$ cat config.mk
export PLATFORM = sky130hd
export DESIGN_NAME = l1_wt_cache
export DESIGN_NICKNAME = d
export VERILOG_FILES = /design/src/rtl/l1_wt_cache.sv
export SDC_FILE = /design/constraint.sdc
export NUM_CORES = 1
export LEC_CHECK = 0
export CAP_MARGIN = 0
export CORE_MARGIN = 2
export CORE_UTILIZATION = 31
export DETAILED_ROUTE_END_ITERATION = 16
export PLACE_DENSITY_LB_ADDON = 0.3
export RECOVER_POWER = 100
export REMOVE_ABC_BUFFERS = 1
export SKIP_LAST_GASP = 1
export SLEW_MARGIN = 20
export SYNTH_ARGS = -nofsm -noshare
export SYNTH_HDL_FRONTEND = slang
export SYNTH_SLANG_ARGS = --single-unit
$ cat constraint.sdc
create_clock -name clk -period 3.8 [get_ports clk]
set_clock_uncertainty 0.2 [all_clocks]
set_input_delay 0.76 -clock clk [delete_from_list [all_inputs] [get_ports clk]]
set_output_delay 0.76 -clock clk [all_outputs]
set_load 0.03 [all_outputs]
$ cat src/rtl/l1_wt_cache.sv
// Direct-mapped, write-through, no-write-allocate L1 cache with one 16-bit word per line.
// A single Moore FSM sequences core requests onto the physical-memory request/response port.
module l1_wt_cache #(
  parameter int INDEX_BITS = 3
) (
  input  logic        clk,
  input  logic        reset_n,
  input  logic        mem_read,
  input  logic        mem_write,
  input  logic [15:0] mem_address,
  input  logic [15:0] mem_wdata,
  input  logic [1:0]  mem_byte_enable,
  output logic        mem_resp,
  output logic [15:0] mem_rdata,
  output logic        pmem_read,
  output logic        pmem_write,
  output logic [15:0] pmem_address,
  output logic [15:0] pmem_wdata,
  output logic [1:0]  pmem_byte_enable,
  input  logic        pmem_resp,
  input  logic [15:0] pmem_rdata
);

  localparam int LINES = 1 << INDEX_BITS;
  localparam int TAG_W = 15 - INDEX_BITS;

  typedef enum logic [1:0] {IDLE, MISS, WRITE, RESP} state_t;

  state_t                  state;
  logic [15:0]             data_arr [LINES];
  logic [TAG_W-1:0]        tag_arr  [LINES];
  logic [LINES-1:0]        valid;

  logic [INDEX_BITS-1:0]   idx_req;
  logic [INDEX_BITS-1:0]   idx_lat;
  logic [TAG_W-1:0]        tag_req;
  logic [TAG_W-1:0]        tag_lat;
  logic                    hit_req;
  logic                    hit_lat;

  function automatic logic [15:0] merge_bytes(input logic [15:0] cur,
                                              input logic [15:0] wdata,
                                              input logic [1:0]  be);
    logic [15:0] res;
    res = cur;
    if (be[0]) res[7:0]  = wdata[7:0];
    if (be[1]) res[15:8] = wdata[15:8];
    return res;
  endfunction

  // Lookup on the live core address (IDLE) and on the latched address (MISS/WRITE).
  assign idx_req = mem_address[INDEX_BITS:1];
  assign tag_req = mem_address[15:INDEX_BITS+1];
  assign idx_lat = pmem_address[INDEX_BITS:1];
  assign tag_lat = pmem_address[15:INDEX_BITS+1];
  assign hit_req = valid[idx_req] && (tag_arr[idx_req] == tag_req);
  assign hit_lat = valid[idx_lat] && (tag_arr[idx_lat] == tag_lat);

  always_ff @(posedge clk) begin
    if (!reset_n) begin
      state            <= IDLE;
      valid            <= '0;
      mem_resp         <= 1'b0;
      mem_rdata        <= '0;
      pmem_read        <= 1'b0;
      pmem_write       <= 1'b0;
      pmem_address     <= '0;
      pmem_wdata       <= '0;
      pmem_byte_enable <= '0;
    end else begin
      case (state)
        IDLE: begin
          if (mem_write || mem_read) begin
            pmem_address     <= mem_address & 16'hFFFE;
            pmem_wdata       <= mem_wdata;
            pmem_byte_enable <= mem_byte_enable;
            if (mem_write) begin
              pmem_write <= 1'b1;
              state      <= WRITE;
            end else if (hit_req) begin
              mem_rdata <= data_arr[idx_req];
              mem_resp  <= 1'b1;
              state     <= RESP;
            end else begin
              pmem_read <= 1'b1;
              state     <= MISS;
            end
          end
        end
        MISS: begin
          if (pmem_resp) begin
            pmem_read      <= 1'b0;
            valid[idx_lat] <= 1'b1;
            mem_rdata      <= pmem_rdata;
            mem_resp       <= 1'b1;
            state          <= RESP;
          end
        end
        WRITE: begin
          if (pmem_resp) begin
            pmem_write <= 1'b0;
            mem_resp   <= 1'b1;
            state      <= RESP;
          end
        end
        RESP: begin
          mem_resp <= 1'b0;
          state    <= IDLE;
        end
        default: state <= IDLE;
      endcase
    end
  end

  // Data and tag arrays carry no reset; the valid bits alone decide hits.
  always_ff @(posedge clk) begin
    if (reset_n && state == MISS && pmem_resp) begin
      data_arr[idx_lat] <= pmem_rdata;
      tag_arr[idx_lat]  <= tag_lat;
    end else if (reset_n && state == WRITE && pmem_resp && hit_lat) begin
      data_arr[idx_lat] <= merge_bytes(data_arr[idx_lat], pmem_wdata, pmem_byte_enable);
    end
  end

endmodule

==> report_table.html, run 1 <==
<table>
<tr><th>Metric</th><th>Value</th></tr>
<tr><th colspan="2">Floorplanning</th></tr>
<tr><td>Site Rows</td><td>73</td></tr>
<tr><td>Total die area</td><td>42300 um2</td></tr>
<tr><td>Number of top-level pins</td><td>108</td></tr>
<tr><td>Die H</td><td>206 um</td></tr>
<tr><td>Starting Density</td><td>31.6%</td></tr>
<tr><td>Horiz. Die Dim</td><td>206 um</td></tr>
<tr><td>Core area</td><td>39900 um2</td></tr>
<tr><th colspan="2">Power</th></tr>
<tr><td>Power Density</td><td>573 nW/um2</td></tr>
<tr><td>Sequential fraction of design power</td><td>43.0%</td></tr>
<tr><td>Fraction of power spent switching nets</td><td>30.0%</td></tr>
<tr><td>Clock network fraction of design power</td><td>34.3%</td></tr>
<tr><td>Power Internal</td><td>0.00626 W</td></tr>
<tr><td>Total leakage power</td><td>5.56 nW</td></tr>
<tr><td>Net Sw Power</td><td>0.00269 W</td></tr>
<tr><td>Combinational group share of total power</td><td>22.7%</td></tr>
<tr><td>Largest vdd supply drop</td><td>0.248 mV</td></tr>
<tr><th colspan="2">Routing</th></tr>
<tr><td>DR pass1 iterations</td><td>5</td></tr>
<tr><td>Vias</td><td>7431</td></tr>
<tr><td>Violation count after the first detailed-routing iteration</td><td>481</td></tr>
<tr><td>Routed wirelength normalized by instance count</td><td>21.1 um</td></tr>
<tr><td>Detail Route Antenna Nets</td><td>0</td></tr>
<tr><td>Detailed-route DRC error count</td><td>0</td></tr>
<tr><td>Number of vias per cell</td><td>4.93</td></tr>
<tr><td>Drt total wl</td><td>31.8 mm</td></tr>
<tr><th colspan="2">Global routing</th></tr>
<tr><td>Number of antenna violations at the first check in global routing</td><td>1</td></tr>
<tr><td>Congestion Overflow GR</td><td>0</td></tr>
<tr><td>Number of global-route vias before repair</td><td>7723</td></tr>
<tr><td>Maximum number of pins on one net before global-route repair</td><td>82</td></tr>
<tr><td>GRT Overall Usage</td><td>15.3%</td></tr>
<tr><td>First-pass GRT wire length</td><td>48.1 mm</td></tr>
<tr><th colspan="2">Clock network</th></tr>
<tr><td>CTS H-Tree Depth</td><td>2</td></tr>
<tr><td>Clock tree from TritonCTS</td><td>done</td></tr>
<tr><td>Clock input transition at the sequential cells of the worst setup and hold paths</td><td>0.06 ns</td></tr>
<tr><td>Quantity of gates resized following cts</td><td>0</td></tr>
<tr><td>Number of clock buffers inserted by TritonCTS</td><td>35</td></tr>
<tr><td>Clock latency at the later pin of the worst-skew pair</td><td>0.51 ns</td></tr>
<tr><td>Post-cts hold buffer count</td><td>0</td></tr>
<tr><td>Clock sink count</td><td>289</td></tr>
<tr><td>Longest Clk Path Bufs</td><td>3</td></tr>
<tr><td>Clock root buffer master</td><td>sky130_fd_sc_hd__clkbuf_16</td></tr>
<tr><td>Setup Fix Bufs, Post-CTS</td><td>0</td></tr>
<tr><th colspan="2">Finish</th></tr>
<tr><td>Top library cells by usage in the layout, fill and taps aside</td><td>224 x sky130_fd_sc_hd__edfxtp_1, 108 x sky130_fd_sc_hd__nand2_1, 75 x sky130_fd_sc_hd__mux4_2</td></tr>
<tr><td>Final Instance Area</td><td>15600 um2</td></tr>
<tr><td>Post-route core utilization</td><td>39.1%</td></tr>
<tr><td>Fin nets</td><td>1017</td></tr>
<tr><td>Most common cell after layout, fill and taps aside</td><td>sky130_fd_sc_hd__edfxtp_1</td></tr>
<tr><td>Sequential cell area</td><td>8030 um2</td></tr>
<tr><td>Synth-to-layout area growth</td><td>23.7%</td></tr>
<tr><td>Count of fill cells added during filler insertion</td><td>3665</td></tr>
<tr><td>Multi-input gate area</td><td>4340 um2</td></tr>
<tr><td>Fraction of layout cells with a size suffix above 1</td><td>20.7%</td></tr>
<tr><th colspan="2">Placement</th></tr>
<tr><td>Worst setup slack before clock tree synthesis</td><td>-0.0510 ns</td></tr>
<tr><td>Cell area after placement</td><td>14600 um2</td></tr>
<tr><td>Count of input and output buffers</td><td>105</td></tr>
<tr><td>Detail Placement HPWL</td><td>20.3 mm</td></tr>
<tr><td>Global placer's final weighted congestion</td><td>0.788</td></tr>
<tr><th colspan="2">STA</th></tr>
<tr><td>Setup violators final</td><td>0</td></tr>
<tr><td>Final min period</td><td>3.60 ns</td></tr>
<tr><td>Final hold viol count</td><td>0</td></tr>
<tr><td>Setup TNS Final</td><td>0 ns</td></tr>
<tr><td>Worst slew slack as a fraction of its limit</td><td>-20.7%</td></tr>
<tr><td>Worst Setup Slack, final</td><td>0.197 ns</td></tr>
<tr><td>RSZ-0062 raised after global routing</td><td>no</td></tr>
<tr><td>Worst Hold Margin</td><td>0.259 ns</td></tr>
<tr><td>Number of max-slew violations in the final report</td><td>82</td></tr>
<tr><td>Period utilisation layout</td><td>94.8%</td></tr>
<tr><td>Actual slew at the worst max-slew pin</td><td>1.81 ns</td></tr>
<tr><td>Fmax</td><td>0.278 GHz</td></tr>
<tr><th colspan="2">Status</th></tr>
<tr><td>Failing checks</td><td>max-capacitance violations, max-slew violations</td></tr>
<tr><td>Run status</td><td>complete, but fails checks</td></tr>
<tr><th colspan="2">Setup path</th></tr>
<tr><td>Largest driver fanout on the critical path</td><td>24</td></tr>
<tr><td>Crit path cell chain</td><td>buf_12, mux4_2, mux2i_1, xor2_1, nand4_1, nor4_4, clkbuf_2, mux2_2</td></tr>
<tr><td>Kind of end point of the critical path</td><td>flip-flop</td></tr>
<tr><td>Critical path data required time</td><td>3.83 ns</td></tr>
<tr><td>Maximum cell stage delay along the critical path</td><td>0.54 ns</td></tr>
<tr><td>Cell class contributing the biggest share of worst-path delay</td><td>multiplexers</td></tr>
<tr><td>Signal arrival time at the worst endpoint</td><td>3.64 ns</td></tr>
<tr><td>Category of the worst setup path launch point</td><td>flip-flop</td></tr>
<tr><td>WP buf/inv</td><td>2</td></tr>
<tr><td>Start-to-end type of the worst setup path</td><td>flip-flop to flip-flop</td></tr>
<tr><td>Worst path slowest cell</td><td>sky130_fd_sc_hd__mux4_2</td></tr>
<tr><th colspan="2">Hold path</th></tr>
<tr><td>HP Class</td><td>flip-flop to flip-flop</td></tr>
<tr><th colspan="2">Synthesis</th></tr>
<tr><td>Number of enable flip-flop cells after synthesis</td><td>224</td></tr>
<tr><td>Yosys cell types</td><td>52</td></tr>
<tr><td>Part of the Yosys area used for sequential elements</td><td>63.6%</td></tr>
<tr><td>Post-synthesis async set-or-reset flop share</td><td>0%</td></tr>
<tr><td>Cell accounting for the most synthesized area</td><td>sky130_fd_sc_hd__edfxtp_1</td></tr>
<tr><td>Total number of yosys warnings</td><td>0</td></tr>
<tr><td>Dominant register cell in the synthesized netlist</td><td>sky130_fd_sc_hd__edfxtp_1</td></tr>
<tr><td>Per-instance average area after synthesis</td><td>15.7 um2</td></tr>
<tr><td>Post-Synthesis Cell Area</td><td>12600 um2</td></tr>
<tr><td>Share of the synthesized area in the top cell type</td><td>53.3%</td></tr>
<tr><td>Post-synthesis instance total</td><td>803</td></tr>
<tr><td>Synth area leaders</td><td>sky130_fd_sc_hd__edfxtp_1 53%, sky130_fd_sc_hd__mux4_2 13%, sky130_fd_sc_hd__dfxtp_1 10%, sky130_fd_sc_hd__mux2i_1 5.0%, sky130_fd_sc_hd__nand2_1 3.2%</td></tr>
<tr><td>Number of synthesized register bits</td><td>289</td></tr>
<tr><th colspan="2">Flow run</th></tr>
<tr><td>Maxcap violations</td><td>1</td></tr>
</table>
[cells in the mapped netlist, drive strengths merged, types with 4 or more instances]
library cell	count
nor2b	4
nand3b	6
buf	21
a21o	8
mux2	23
o211ai	16
o21ai	7
mux2i	63
nor2	31
inv	8
clkbuf	28
ha	4
edfxtp	224
mux4	75
o22ai	5
xor2	18
nand4	7
or3	4
nand2	108
dfxtp	65
nand3	5
a21boi	34
[area by class of cell]
type	instances	area share (%)
clock inverters	13	0.481
diodes	1	0.0160
flip-flops and latches	289	51.4
well taps	525	4.21
inverters	9	0.216
multi-input cells	456	27.8
repair buffers	167	9.52
clock buffers	47	6.29
[sequential cells by signal (all words and copies together) (netlist names), 2 cells and up, named ones only]
signal and flops:
pmem_byte_enable 2, state 2, valid 8, tag_arr 96
pmem_wdata 16, pmem_address 15, mem_rdata 16, data_arr 128
[routing by layer]
metal / wire length, um / GRT usage, % / vias up / part of all wire (%)
li1: - / - / 3433 / -
met1: 14100 / 20.8 / 3755 / 44
met2: 15300 / 25.4 / 199 / 48
met3: 1630 / 2.50 / 44 / 5.1
met4: 692 / 4.13 / 0 / 2.2
met5: 0 / 0 / - / 0
[worst paths after layout]
| kind | from | end | slack (ns) | cells past startpoint |
|---|---|---|---|---|
| max reg2reg | flip-flop | data_arr[5][7] | 0.20 | 8 |
| min reg2reg | mem_rdata[8] | mem_rdata[8] | 0.26 | 2 |
| min | mem_rdata[8] | mem_rdata[8] | 0.26 | 2 |
| max | flip-flop | data_arr[5][7] | 0.20 | 8 |
[kinds of logic (layout without fill, tap and decap cells)]
kind of cell / after synthesis / in the layout / share of synthesized area, %
multiplexers: 161 / 161 / 20.4
flip-flops: 289 / 289 / 63.6
AND/OR/NAND/NOR: 181 / 181 / 6.72
XOR/XNOR: 21 / 21 / 1.46
other: 1 / 2 / 0.0297
adder cells (fa/ha/maj): 4 / 4 / 0.397
buffers and inverters: 58 / 236 / 2.12
AO/OA/AOI/OAI: 88 / 88 / 5.23
[worst register-to-register path: stages (launching register included)]
cell and delay [ns]:
sky130_fd_sc_hd__dfxtp_1 0.35, sky130_fd_sc_hd__buf_12 0.24, sky130_fd_sc_hd__mux4_2 0.55, sky130_fd_sc_hd__mux2i_1 0.18
sky130_fd_sc_hd__xor2_1 0.25, sky130_fd_sc_hd__nand4_1 0.36, sky130_fd_sc_hd__nor4_4 0.51, sky130_fd_sc_hd__clkbuf_2 0.26
sky130_fd_sc_hd__mux2_2 0.43
[power by group through the flow]
| stage | Combinational, W | Sequential, W | Clock, W |
|---|---|---|---|
| 6_report | 0.00203 | 0.00385 | 0.00307 |
| 5_1_grt | 0.00222 | 0.00388 | 0.00329 |
| 4_1_cts | 0.00214 | 0.00385 | 0.00316 |
| 3_5_place_dp | 0.00213 | 0.00392 | 0 |
| 3_3_place_gp | 0.00212 | 0.00391 | 0 |
| 2_1_floorplan | 0.000881 | 0.00418 | 0 |
[per-stage QoR]
step | total power (W) | cells
after floorplan | 0.00506 | 754
after global placement | 0.00603 | 1446
after detailed placement | 0.00604 | 1446
after CTS | 0.00915 | 1506
after global routing | 0.00939 | 1507
final | 0.00895 | 1507
Power figures use the tool's default switching activity.
==> inputs of run 2 (changes only) <==
--- a/config.mk
+++ b/config.mk
@@ -8,12 +8,12 @@
 export CAP_MARGIN = 0
 export CORE_MARGIN = 2
 export CORE_UTILIZATION = 31
+export CTS_BUF_LIST = sky130_fd_sc_hd__clkbuf_8
 export DETAILED_ROUTE_END_ITERATION = 16
 export PLACE_DENSITY_LB_ADDON = 0.3
 export RECOVER_POWER = 100
 export REMOVE_ABC_BUFFERS = 1
 export SKIP_LAST_GASP = 1
-export SLEW_MARGIN = 20
 export SYNTH_ARGS = -nofsm -noshare
 export SYNTH_HDL_FRONTEND = slang
 export SYNTH_SLANG_ARGS = --single-unit
==> run 2 against run 1 <==
- the run still ends with max-capacitance violations, max-slew violations left
- combinational power about the same
- via count up 1.4%
- cell area down 0.46%
- sequential share of layout area up 0.24 points
- non-clock buffer count unchanged
- core utilization down 0.18 points
==> report_table.html, run 2 (synthesis results as in run 1) <==
<table>
<tr><th>Metric</th><th>Value</th></tr>
<tr><th colspan="2">Status</th></tr>
<tr><td>Run status</td><td>complete, but fails checks</td></tr>
<tr><td>Failing checks</td><td>max-capacitance violations, max-slew violations</td></tr>
<tr><th colspan="2">Setup path</th></tr>
<tr><td>Capture point of the critical path</td><td>data_arr[2][3]</td></tr>
<tr><td>R2R depth</td><td>8</td></tr>
<tr><td>Reg-to-reg slack, setup</td><td>0.21 ns</td></tr>
<tr><td>Largest driver fanout on the critical path</td><td>24</td></tr>
<tr><td>Start-to-end type of the worst setup path</td><td>flip-flop to flip-flop</td></tr>
<tr><td>Kind of end point of the critical path</td><td>flip-flop</td></tr>
<tr><td>Critical path data required time</td><td>3.91 ns</td></tr>
<tr><td>Signal arrival time at the worst endpoint</td><td>3.70 ns</td></tr>
<tr><td>RR Endpoint</td><td>data_arr[2][3]</td></tr>
<tr><td>Category of the worst setup path launch point</td><td>flip-flop</td></tr>
<tr><th colspan="2">Finish</th></tr>
<tr><td>Final Instance Area</td><td>15500 um2</td></tr>
<tr><td>Number of flip-flops under the largest register name</td><td>128</td></tr>
<tr><td>Fin nets</td><td>1032</td></tr>
<tr><td>Count of non-filler cells in the finished layout</td><td>1540</td></tr>
<tr><td>Fraction of layout cells with a size suffix above 1</td><td>21.9%</td></tr>
<tr><td>Top Registers</td><td>data_arr: 128 flops, tag_arr: 96 flops</td></tr>
<tr><td>Top library cells by usage in the layout, fill and taps aside</td><td>224 x sky130_fd_sc_hd__edfxtp_1, 108 x sky130_fd_sc_hd__nand2_1, 75 x sky130_fd_sc_hd__mux4_2</td></tr>
<tr><td>Synth-to-layout area growth</td><td>23.1%</td></tr>
<tr><td>Reg with most FFs</td><td>data_arr</td></tr>
<tr><td>Most common cell after layout, fill and taps aside</td><td>sky130_fd_sc_hd__edfxtp_1</td></tr>
<tr><th colspan="2">Global routing</th></tr>
<tr><td>Congestion Overflow GR</td><td>0</td></tr>
<tr><td>Number of antenna violations at the first check in global routing</td><td>1</td></tr>
<tr><td>First-pass GRT wire length</td><td>48.7 mm</td></tr>
<tr><td>Maximum number of pins on one net before global-route repair</td><td>82</td></tr>
<tr><td>Number of global-route vias before repair</td><td>7872</td></tr>
<tr><td>GRT Overall Usage</td><td>15.7%</td></tr>
<tr><th colspan="2">Routing</th></tr>
<tr><td>Routed wirelength normalized by instance count</td><td>20.9 um</td></tr>
<tr><td>Violation count after the first detailed-routing iteration</td><td>454</td></tr>
<tr><td>Number of vias per cell</td><td>4.89</td></tr>
<tr><td>DR pass1 iterations</td><td>4</td></tr>
<tr><td>Detailed-route DRC error count</td><td>0</td></tr>
<tr><td>Drt total wl</td><td>32.1 mm</td></tr>
<tr><td>Vias</td><td>7536</td></tr>
<tr><td>Detail Route Antenna Nets</td><td>0</td></tr>
<tr><th colspan="2">STA</th></tr>
<tr><td>Final min period</td><td>3.59 ns</td></tr>
<tr><td>Worst Hold Margin</td><td>0.259 ns</td></tr>
<tr><td>Fmax</td><td>0.279 GHz</td></tr>
<tr><td>Actual slew at the worst max-slew pin</td><td>1.81 ns</td></tr>
<tr><td>RSZ-0062 raised after global routing</td><td>no</td></tr>
<tr><td>Period utilisation layout</td><td>94.4%</td></tr>
<tr><td>Number of max-slew violations in the final report</td><td>82</td></tr>
<tr><td>Worst slew slack as a fraction of its limit</td><td>-21.0%</td></tr>
<tr><td>Setup violators final</td><td>0</td></tr>
<tr><td>Final hold viol count</td><td>0</td></tr>
<tr><th colspan="2">Power</th></tr>
<tr><td>Total leakage power</td><td>5.62 nW</td></tr>
<tr><td>Power Density</td><td>560 nW/um2</td></tr>
<tr><td>Largest vdd supply drop</td><td>0.269 mV</td></tr>
<tr><th colspan="2">Clock network</th></tr>
<tr><td>Clock latency at the later pin of the worst-skew pair</td><td>0.61 ns</td></tr>
<tr><td>Clock root buffer master</td><td>sky130_fd_sc_hd__clkbuf_8</td></tr>
<tr><td>Clock tree from TritonCTS</td><td>done</td></tr>
<tr><td>Quantity of gates resized following cts</td><td>0</td></tr>
<tr><td>Number of clock buffers inserted by TritonCTS</td><td>50</td></tr>
<tr><td>Setup Fix Bufs, Post-CTS</td><td>0</td></tr>
<tr><td>Post-cts hold buffer count</td><td>0</td></tr>
<tr><td>Longest Clk Path Bufs</td><td>3</td></tr>
<tr><td>Clock sink count</td><td>289</td></tr>
<tr><td>Clock input transition at the sequential cells of the worst setup and hold paths</td><td>0.06 ns</td></tr>
<tr><td>CTS H-Tree Depth</td><td>2</td></tr>
<tr><th colspan="2">Floorplanning</th></tr>
<tr><td>Die H</td><td>206 um</td></tr>
<tr><td>Horiz. Die Dim</td><td>206 um</td></tr>
<tr><td>Total die area</td><td>42300 um2</td></tr>
<tr><td>Site Rows</td><td>73</td></tr>
<tr><td>Core area</td><td>39900 um2</td></tr>
<tr><td>Number of top-level pins</td><td>108</td></tr>
<tr><td>Starting Density</td><td>31.6%</td></tr>
<tr><th colspan="2">Placement</th></tr>
<tr><td>Placed instance count</td><td>1446</td></tr>
<tr><td>Cell area after placement</td><td>14600 um2</td></tr>
<tr><td>Detail Placement HPWL</td><td>20.3 mm</td></tr>
<tr><td>Global placer's final weighted congestion</td><td>0.788</td></tr>
<tr><td>Count of input and output buffers</td><td>105</td></tr>
<tr><th colspan="2">Flow run</th></tr>
<tr><td>Maxcap violations</td><td>1</td></tr>
<tr><th colspan="2">Hold path</th></tr>
<tr><td>Worst Min Path Start</td><td>mem_rdata[8]</td></tr>
<tr><td>HP Class</td><td>flip-flop to flip-flop</td></tr>
<tr><td>Cells on Worst Hold Path</td><td>2</td></tr>
</table>
## run 2: cell types whose count changed in the layout (fill, tap and decap cells not counted), sizes merged
cell           delta
clkinv            +1
inv              +19
bufinv            +2
dlygate4sd3       -1
buf               -2
clkdlybuf4s50     +1
clkbuf           +13
## run 2: worst min-delay path by stage
stage	to	slack (ns)
after floorplan	valid[5]	0.24
after global placement	mem_rdata[12]	0.25
after detailed placement	mem_rdata[15]	0.26
after CTS	mem_rdata[8]	0.27
after global routing	mem_rdata[8]	0.29
final	mem_rdata[8]	0.26
## run 2: critical path: stages, from the launching register on
cell                      delay, ns
sky130_fd_sc_hd__dfxtp_1       0.35
sky130_fd_sc_hd__buf_12        0.23
sky130_fd_sc_hd__mux4_2        0.54
sky130_fd_sc_hd__mux2i_1       0.18
sky130_fd_sc_hd__xor2_1        0.24
sky130_fd_sc_hd__nand4_1       0.37
sky130_fd_sc_hd__nor4_4        0.50
sky130_fd_sc_hd__buf_4         0.24
sky130_fd_sc_hd__mux2_1        0.43
## run 2: per-layer routing
metal / up-vias / global-route usage (%) / part of all wire [%] / routed length (um)
met4: 0 / 5.41 / 2.5 / 791
met3: 55 / 3.18 / 5.0 / 1620
li1: 3472 / - / - / -
met1: 3801 / 20.4 / 44 / 14100
met5: - / 0 / 0 / 0
met2: 208 / 25.9 / 49 / 15600
## run 2: layout make-up
class,count,area (um2)
antenna,1,2.50
multi-input combinational,456,4340
clock buffer,58,798
sequential,289,8030
inverter,9,33.8
timing repair buffer,167,1470
fill,3727,24400
tap,525,657
clock inverter,35,208
## run 2: per-stage QoR
step           setup TNS [ns]  utilization, %  setup WS [ns]  power [W]
2_1_floorplan          -32.73               -         -0.258    0.00506
3_3_place_gp            -8.23            36.6         -0.103    0.00603
3_5_place_dp            -1.61            36.6        -0.0510    0.00604
4_1_cts                     0            39.2          0.162    0.00892
5_1_grt                     0            38.9         0.0158    0.00916
6_report                    0            38.9          0.211    0.00869
## run 2: power by group
group	total [W]	leakage (nW)	switching, W	internal, W
combinational	0.00203	2.47	0.00124	0.000792
sequential	0.00384	2.56	0.000183	0.00366
clock	0.00282	0.592	0.00129	0.00153
total	0.00869	5.62	0.00271	0.00598
